**src/rtl/tdm_defs.sv**
```systemverilog
// tdm_defs: shared channel count, select width and FSM states for the TDM mux
package tdm_defs;
  localparam int N_CH  = 8;
  localparam int SEL_W = 3;
  typedef enum logic {S_IDLE, S_SEND} state_t;
endpackage

```
**src/rtl/tdm_next_ch.sv**
```systemverilog
// tdm_next_ch: lowest-set-bit finder over the remaining channel mask
module tdm_next_ch
  import tdm_defs::*;
(
  input  logic [N_CH-1:0]  mask_i,
  output logic [SEL_W-1:0] index_o,
  output logic             found_o,
  output logic             is_last_o
);
  always_comb begin
    index_o = '0;
    for (int i = N_CH - 1; i >= 0; i--)
      if (mask_i[i]) index_o = SEL_W'(i);
  end
  assign found_o   = |mask_i;
  // clearing the lowest set bit leaves zero only when exactly one bit was set
  assign is_last_o = found_o && ((mask_i & (mask_i - N_CH'(1))) == '0);
endmodule

```
**src/rtl/tdm_mux_8x1.sv**
```systemverilog
// tdm_mux_8x1: 8-channel TDM serializer emitting enabled channel words one per cycle with sel/valid/sync/done
module tdm_mux_8x1
  import tdm_defs::*;
#(
  parameter int WIDTH = 1
) (
  input  logic                  clk,
  input  logic                  rst,
  input  logic                  load,
  input  logic [N_CH*WIDTH-1:0] d,
  input  logic [N_CH-1:0]       en,
  output logic                  ready,
  output logic [WIDTH-1:0]      y,
  output logic [SEL_W-1:0]      sel,
  output logic                  valid,
  output logic                  sync,
  output logic                  done
);
  state_t                  state_q, state_d;
  logic [N_CH*WIDTH-1:0]   data_q, data_d;
  logic [N_CH-1:0]         rem_q, rem_d;
  logic [WIDTH-1:0]        y_q, y_d;
  logic [SEL_W-1:0]        sel_q, sel_d;
  logic                    valid_q, valid_d, sync_q, sync_d, done_q, done_d;
  logic                    accept, found, is_last;
  logic [N_CH-1:0]         mask;
  logic [N_CH*WIDTH-1:0]   src;
  logic [SEL_W-1:0]        idx;
  logic [WIDTH-1:0]        word;
  // rem_q holds channels still owed; empty while SEND means the current beat is the last
  assign ready  = (state_q == S_IDLE) || (rem_q == '0);
  assign accept = load && ready;
  // on accept the first beat is chosen straight from the incoming mask/data
  assign mask   = accept ? en : rem_q;
  assign src    = accept ? d : data_q;
  assign word   = src[idx*WIDTH +: WIDTH];
  tdm_next_ch u_next (
    .mask_i    (mask),
    .index_o   (idx),
    .found_o   (found),
    .is_last_o (is_last)
  );
  always_comb begin
    state_d = found ? S_SEND : S_IDLE;
    data_d  = accept ? d : data_q;
    rem_d   = mask & ~(N_CH'(1) << idx);
    y_d     = found ? word : y_q;
    sel_d   = found ? idx : sel_q;
    valid_d = found;
    sync_d  = accept && found;
    done_d  = is_last || (accept && !found);
  end
  always_ff @(posedge clk or posedge rst) begin
    if (rst) begin
      state_q <= S_IDLE;
      data_q  <= '0;
      rem_q   <= '0;
      y_q     <= '0;
      sel_q   <= '0;
      valid_q <= 1'b0;
      sync_q  <= 1'b0;
      done_q  <= 1'b0;
    end else begin
      state_q <= state_d;
      data_q  <= data_d;
      rem_q   <= rem_d;
      y_q     <= y_d;
      sel_q   <= sel_d;
      valid_q <= valid_d;
      sync_q  <= sync_d;
      done_q  <= done_d;
    end
  end
  assign y     = y_q;
  assign sel   = sel_q;
  assign valid = valid_q;
  assign sync  = sync_q;
  assign done  = done_q;
endmodule

```
**config.mk**
```make
export PLATFORM = sky130hd
export DESIGN_NAME = tdm_mux_8x1
export DESIGN_NICKNAME = d
export VERILOG_FILES = /design/src/rtl/tdm_defs.sv /design/src/rtl/tdm_next_ch.sv /design/src/rtl/tdm_mux_8x1.sv
export SDC_FILE = /design/constraint.sdc
export NUM_CORES = 1
export LEC_CHECK = 0
export CAP_MARGIN = 40
export CORE_MARGIN = 3
export CORE_UTILIZATION = 40
export CTS_CLUSTER_DIAMETER = 30
export DETAILED_ROUTE_END_ITERATION = 10
export PLACE_DENSITY = 0.65
export SYNTH_ARGS = -nofsm -noshare
export SYNTH_HDL_FRONTEND = slang
export SYNTH_SLANG_ARGS = --single-unit
```
**constraint.sdc**
```tcl
create_clock -name clk -period 2.9 [get_ports clk]
set_input_delay 0.725 -clock clk [delete_from_list [all_inputs] [get_ports clk]]
set_output_delay 0.725 -clock clk [all_outputs]
set_load 0.05 [all_outputs]
```
; ---- After elaboration in Yosys (flattened, before gate mapping)
; Cells that the tools add are included.
[classes]
bitwise = 4
reduce_logical = 10
add_sub_neg = 1
n_shift = 2
n_mux = 11
[op_table]
columns = cell, n
row1 = two-way mux 3 bit, 8
row2 = bitwise AND 8 bit, 2
row3 = zero test 8 bit, 2
row4 = two-way mux 8 bit, 2
row5 = inverter 8 bit, 1
row6 = OR reduction 8 bit, 1
row7 = indexed part select 8 x 4 -> 1 bit, 1
row8 = << shifter 1 x 3 -> 8 bit (first input constant), 1
row9 = subtractor 8 x 1 -> 8 bit (second input constant), 1
row10 = logical AND 1 bit, 4
row11 = logical OR 1 bit, 2
row12 = zero test 1 bit, 1
row13 = two-way mux 1 bit, 1
row14 = inverter 1 bit, 1
[word_totals]
inputBits = 19
register_bits = 24
out_inout_bits = 8

; ---- Longest topological paths before layout
[depth]
depth_word = 15
mapped_depth = 9

; ---- Hierarchy
; A second synthesis with hierarchy kept.
[unflattened]
hier_cells = 111
area_unflattened_um2 = 1311.3
[by_module_without_submodules]
columns = module, cells_each, instances, area_each_um2, seq_area_each_um2
row1 = tdm_mux_8x1, 87, 1, 1148.6, 575.6
row2 = tdm_next_ch, 24, 1, 162.7, 0.0

; ---- Worst setup path after synthesis
; Ideal clock, no wire load.
[synth_path]
path_type = reg-to-reg
startpoint = register rem_q[5]
endpoint = register y_q (netlist: y)
stages_incl_launch_ff = 9
setup_time_ns = 0.123
required_ns = 2.777
setup_slack_ns = 0.035
arrival_time_ns = 2.742
path_cell_list = dfrtp_1 -> or4_4 -> o21ai_2 -> nand2_2 -> mux2_2 -> or3_1 -> o2111ai_1 -> o21ai_0 -> a2bb2oi_1
[synth_via]
elab_chain_len = 13
word_cells_on_any_way = 15
cone_classes = shift: 1 / mux: 10 / reduce/logical: 4
[synth_lines]
columns = item, line_no
row1 = "start, declared", tdm_mux_8x1.sv:21  ; logic [N_CH-1:0] rem_q, rem_d;
row2 = "start signal, assigned", tdm_mux_8x1.sv:66  ; rem_q <= rem_d;
row3 = zero test 8 bit *, tdm_mux_8x1.sv:31  ; assign ready = (state_q == S_IDLE) || (rem_q == '0);
row4 = logical OR 1 bit *, tdm_mux_8x1.sv:31
row5 = net ready, tdm_mux_8x1.sv:12  ; output logic ready,
row6 = logical AND 1 bit *, tdm_mux_8x1.sv:32  ; assign accept = load && ready;
row7 = two-way mux 8 bit, tdm_mux_8x1.sv:34  ; assign mask = accept ? en : rem_q;
row8 = two-way mux 3 bit (8 in a row), tdm_next_ch.sv:13  ; if (mask_i[i]) index_o = SEL_W'(i);
row9 = indexed part select 8 x 4 -> 1 bit, tdm_mux_8x1.sv:36  ; assign word = src[idx*WIDTH +: WIDTH];
row10 = "end signal, assigned", tdm_mux_8x1.sv:67  ; y_q <= y_d;
row11 = "end, declared", tdm_mux_8x1.sv:22  ; logic [WIDTH-1:0] y_q, y_d;
; The timed path passes the listed nets; every way through them passes the cells marked *.
; A chain may end at the register's enable or synchronous reset.

; ---- Worst setup path after layout
[layout_path]
startpoint = input load
endpoint = register y_q (netlist: y)
[layout_via]
elab_chain_len = 11
word_cells_on_any_way = 13
cone_classes = shift: 1 / mux: 10 / reduce/logical: 2
[layout_lines]
columns = item, line_no
row1 = "start, declared", tdm_mux_8x1.sv:9  ; input logic load,
row2 = logical AND 1 bit *, tdm_mux_8x1.sv:32
row3 = two-way mux 8 bit, tdm_mux_8x1.sv:34
row4 = two-way mux 3 bit (8 in a row), tdm_next_ch.sv:13
row5 = indexed part select 8 x 4 -> 1 bit, tdm_mux_8x1.sv:36
; Mark *: on every way between the ends. The rest lies on a longest branch, timed or not.

==> out/metrics.yaml <==
grt:
  grt_pass1_vias: 1329
  grt_pass1_wl_um: 6040
  antenna_found_initial: 0
  overflow: 0
  grt_max_degree: 14
  grt_util_all_layers_pct: 19.0
run:
  cap_violations: 0
worst_setup_path:
  path_max_fanout: 5
  arrival_ns: 3.01
  critical_path_class: "input port to flip-flop"
  end_kind: "flip-flop"
  startpoint_type: "input port"
  critPathRequiredTime_ns: 3.11
yosys:
  ys_types: 41
  synth_top_area_share_pct: 44.6
  ys.flop_type: "dfrtp_1"
  ys_seq_area_share_pct: 44.6
  netlist_instances: 126
  ys_warn_count: 0
  synthTopCellsByCount: "23 x dfrtp_1, 14 x nor2_1, 9 x mux2_2"
  ys_async_sr_fraction_pct: 100
  yosys-top-cells-area: "dfrtp_1 45%, mux2_2 7.9%, nor2_1 4.1%, a31oi_1 3.4%, mux2i_1 3.1%"
  yosysMostFrequentCell: "dfrtp_1"
  synth_edf_count: 0
  synth_seq_cells: 23
  netlist_area_um2: 1290
  synth_nets: 145
  avgSynthCellArea_um2: 10.2
  synth_top_area_cell: "dfrtp_1"
timing:
  finalSetupViolCount: 0
  period_minus_slack_ns: 2.80
  rsz0062_at_grt: "false"
  skew_ns: 0.0154
  finalHoldViolations: 0
  maxSlewHeadroom_pct: 66.7
  period_share_pct: 96.6
  worstMarginPinSlew_ns: 0.498
  slew_violations: 0
  max_freq_mhz: 357
drt:
  drc_errors: 0
  antenna_left: 0
  avgRoutedWirePerCell_um: 15.6
  dr_total_vias: 1232
  first_pass_iters: 4
  drtIter0Drc: 59
  routed_wl_um: 3410
  viasPerCell: 5.63
die:
  dieArea_um2: 3940
  dieWidth_um: 62.8
  fp.dieH_um: 62.8
  num_io_pins: 27
  rows: 19
  start_util_pct: 44.5
  core_um2: 2900
pwr:
  leakagePower_nw: 0.809
  seq_power_share_pct: 22.6
  power_switching_w: 0.00107
  switching_share_pct: 44.5
  clockPowerShare_pct: 6.3
  power_w: 0.00239
  power_density_nw_per_um2: 1330
  p_comb_share_pct: 71.1
  p_int_w: 0.00133
  ir_drop_mv: 0.570
finish:
  area_delta_synth_final_pct: 39.9
  n_fill_cell: 284
  diodes: 0
  stdcell_area_um2: 1800
  final_net_count: 197
  stdcell_count: 219
  drive_above_1_share_pct: 29.4
placed_design:
  hpwlAfterDp_um: 2770
  numPortBuffers: 26
  gp_congestion: 0.967
  dpl_cell_area_um2: 1780
  dp.cells: 215
clock_tree:
  ctsHoldBuffers: 0
  clk_latency_ns: 0.32
  cts.clk_slew.worst_paths_ns: 0.14
  cts.path.max_buffers: 2
  cts_resized: 0
  tritoncts: "built"
  cts_buffers: 3
  cts_root_buffer: "clkbuf_4"
  postCtsSetupRepairBufs: 0
  cts_sinks: 23
  h-tree-depth: 1
min_path:
  hp-class: "flip-flop to flip-flop"
outcome:
  status: "complete, no violations"
## per-stage QoR
stage | worst slack [ns] | util, % | setup TNS [ns] | hold WS [ns]
final | 0.0974 | 62.2 | 0 | 0.493
after global routing | 0.0142 | 62.2 | 0 | 0.527
after CTS | 0.125 | 62.2 | 0 | 0.500
after detailed placement | -0.205 | 61.3 | -0.608 | 0.466
after global placement | -0.102 | 60.7 | -0.183 | 0.459
after floorplan | 0.0347 | - | 0 | 0.465
## sequential cells by signal, indices dropped and copies added, names as in the netlist
name,cells
data_q,8
done,1
rem_q,8
sel,3
state_q,1
sync,1
y,1
## final timing paths
check	start	to	slack, ns	cells after the start
max	load	y	0.1	9
min	sel[0]	sel[0]	0.49	2
max reg2reg	rem_q[5]	y	0.15	8
min reg2reg	sel[0]	sel[0]	0.49	2
max in group asynchronous	rst	rem_q[2]	1.77	3
min in group asynchronous	rst	rem_q[5]	0.68	2
## layout make-up
| class | instances | area (µm²) | area share [%] |
|---|---|---|---|
| multi-input combinational | 94 | 672 | 37.2 |
| sequential | 23 | 576 | 31.9 |
| timing repair buffer | 49 | 450 | 25.0 |
| tap | 42 | 52.6 | 2.91 |
| inverter | 7 | 26.3 | 1.46 |
| clock buffer | 3 | 22.5 | 1.25 |
| clock inverter | 1 | 5.00 | 0.277 |
## critical path, cell delays in order
cell	delay (ns)
clkdlybuf4s50_1	0.46
nand2b_1	0.20
mux2_2	0.37
a31o_2	0.24
a211oi_2	0.27
or2_4	0.19
mux2_4	0.29
a31oi_1	0.18
a2bb2oi_1	0.09
## metal layers
layer,track usage [%],wire length [µm],share of wire (%),vias up
li1,-,-,-,570
met1,21.6,1420,42,588
met2,32.9,1610,47,59
met3,3.42,226,6.6,15
met4,11.8,155,4.5,0
met5,0,0,0,-
## cells by family (layout without fill, tap and decap cells)
group / after synthesis / count (layout) / synth area share [%]
compound gates: 40 / 40 / 23.6
buf+inv: 9 / 60 / 3.30
mux: 14 / 14 / 12.1
flops: 23 / 23 / 44.6
other cells: 1 / 1 / 0.291
xor+xnor: 1 / 1 / 0.679
simple gates: 37 / 37 / 14.6
fa+ha+maj: 1 / 1 / 0.776
## cell usage in the layout (no fill, tap or decap), types with 3 or more instances in the layout
cell,count
mux2i_1,4
buf_4,22
clkbuf_4,3
dfrtp_1,23
inv_1,7
nand2_1,8
o21ai_0,7
mux2_2,9
and2_1,3
a21oi_1,3
clkdlybuf4s50_1,25
nor2_1,14
a31oi_1,7
a32oi_1,3
## power groups by stage
stage                     logic [W]  registers [W]  clock network [W]
final                       0.00170       0.000541           0.000152
after floorplan            0.000921       0.000668                  0
after global routing        0.00184       0.000555           0.000178
after global placement      0.00166       0.000538                  0
after CTS                   0.00170       0.000538           0.000159
after detailed placement    0.00169       0.000546                  0
Note: power is estimated with default switching activity, not from simulation.
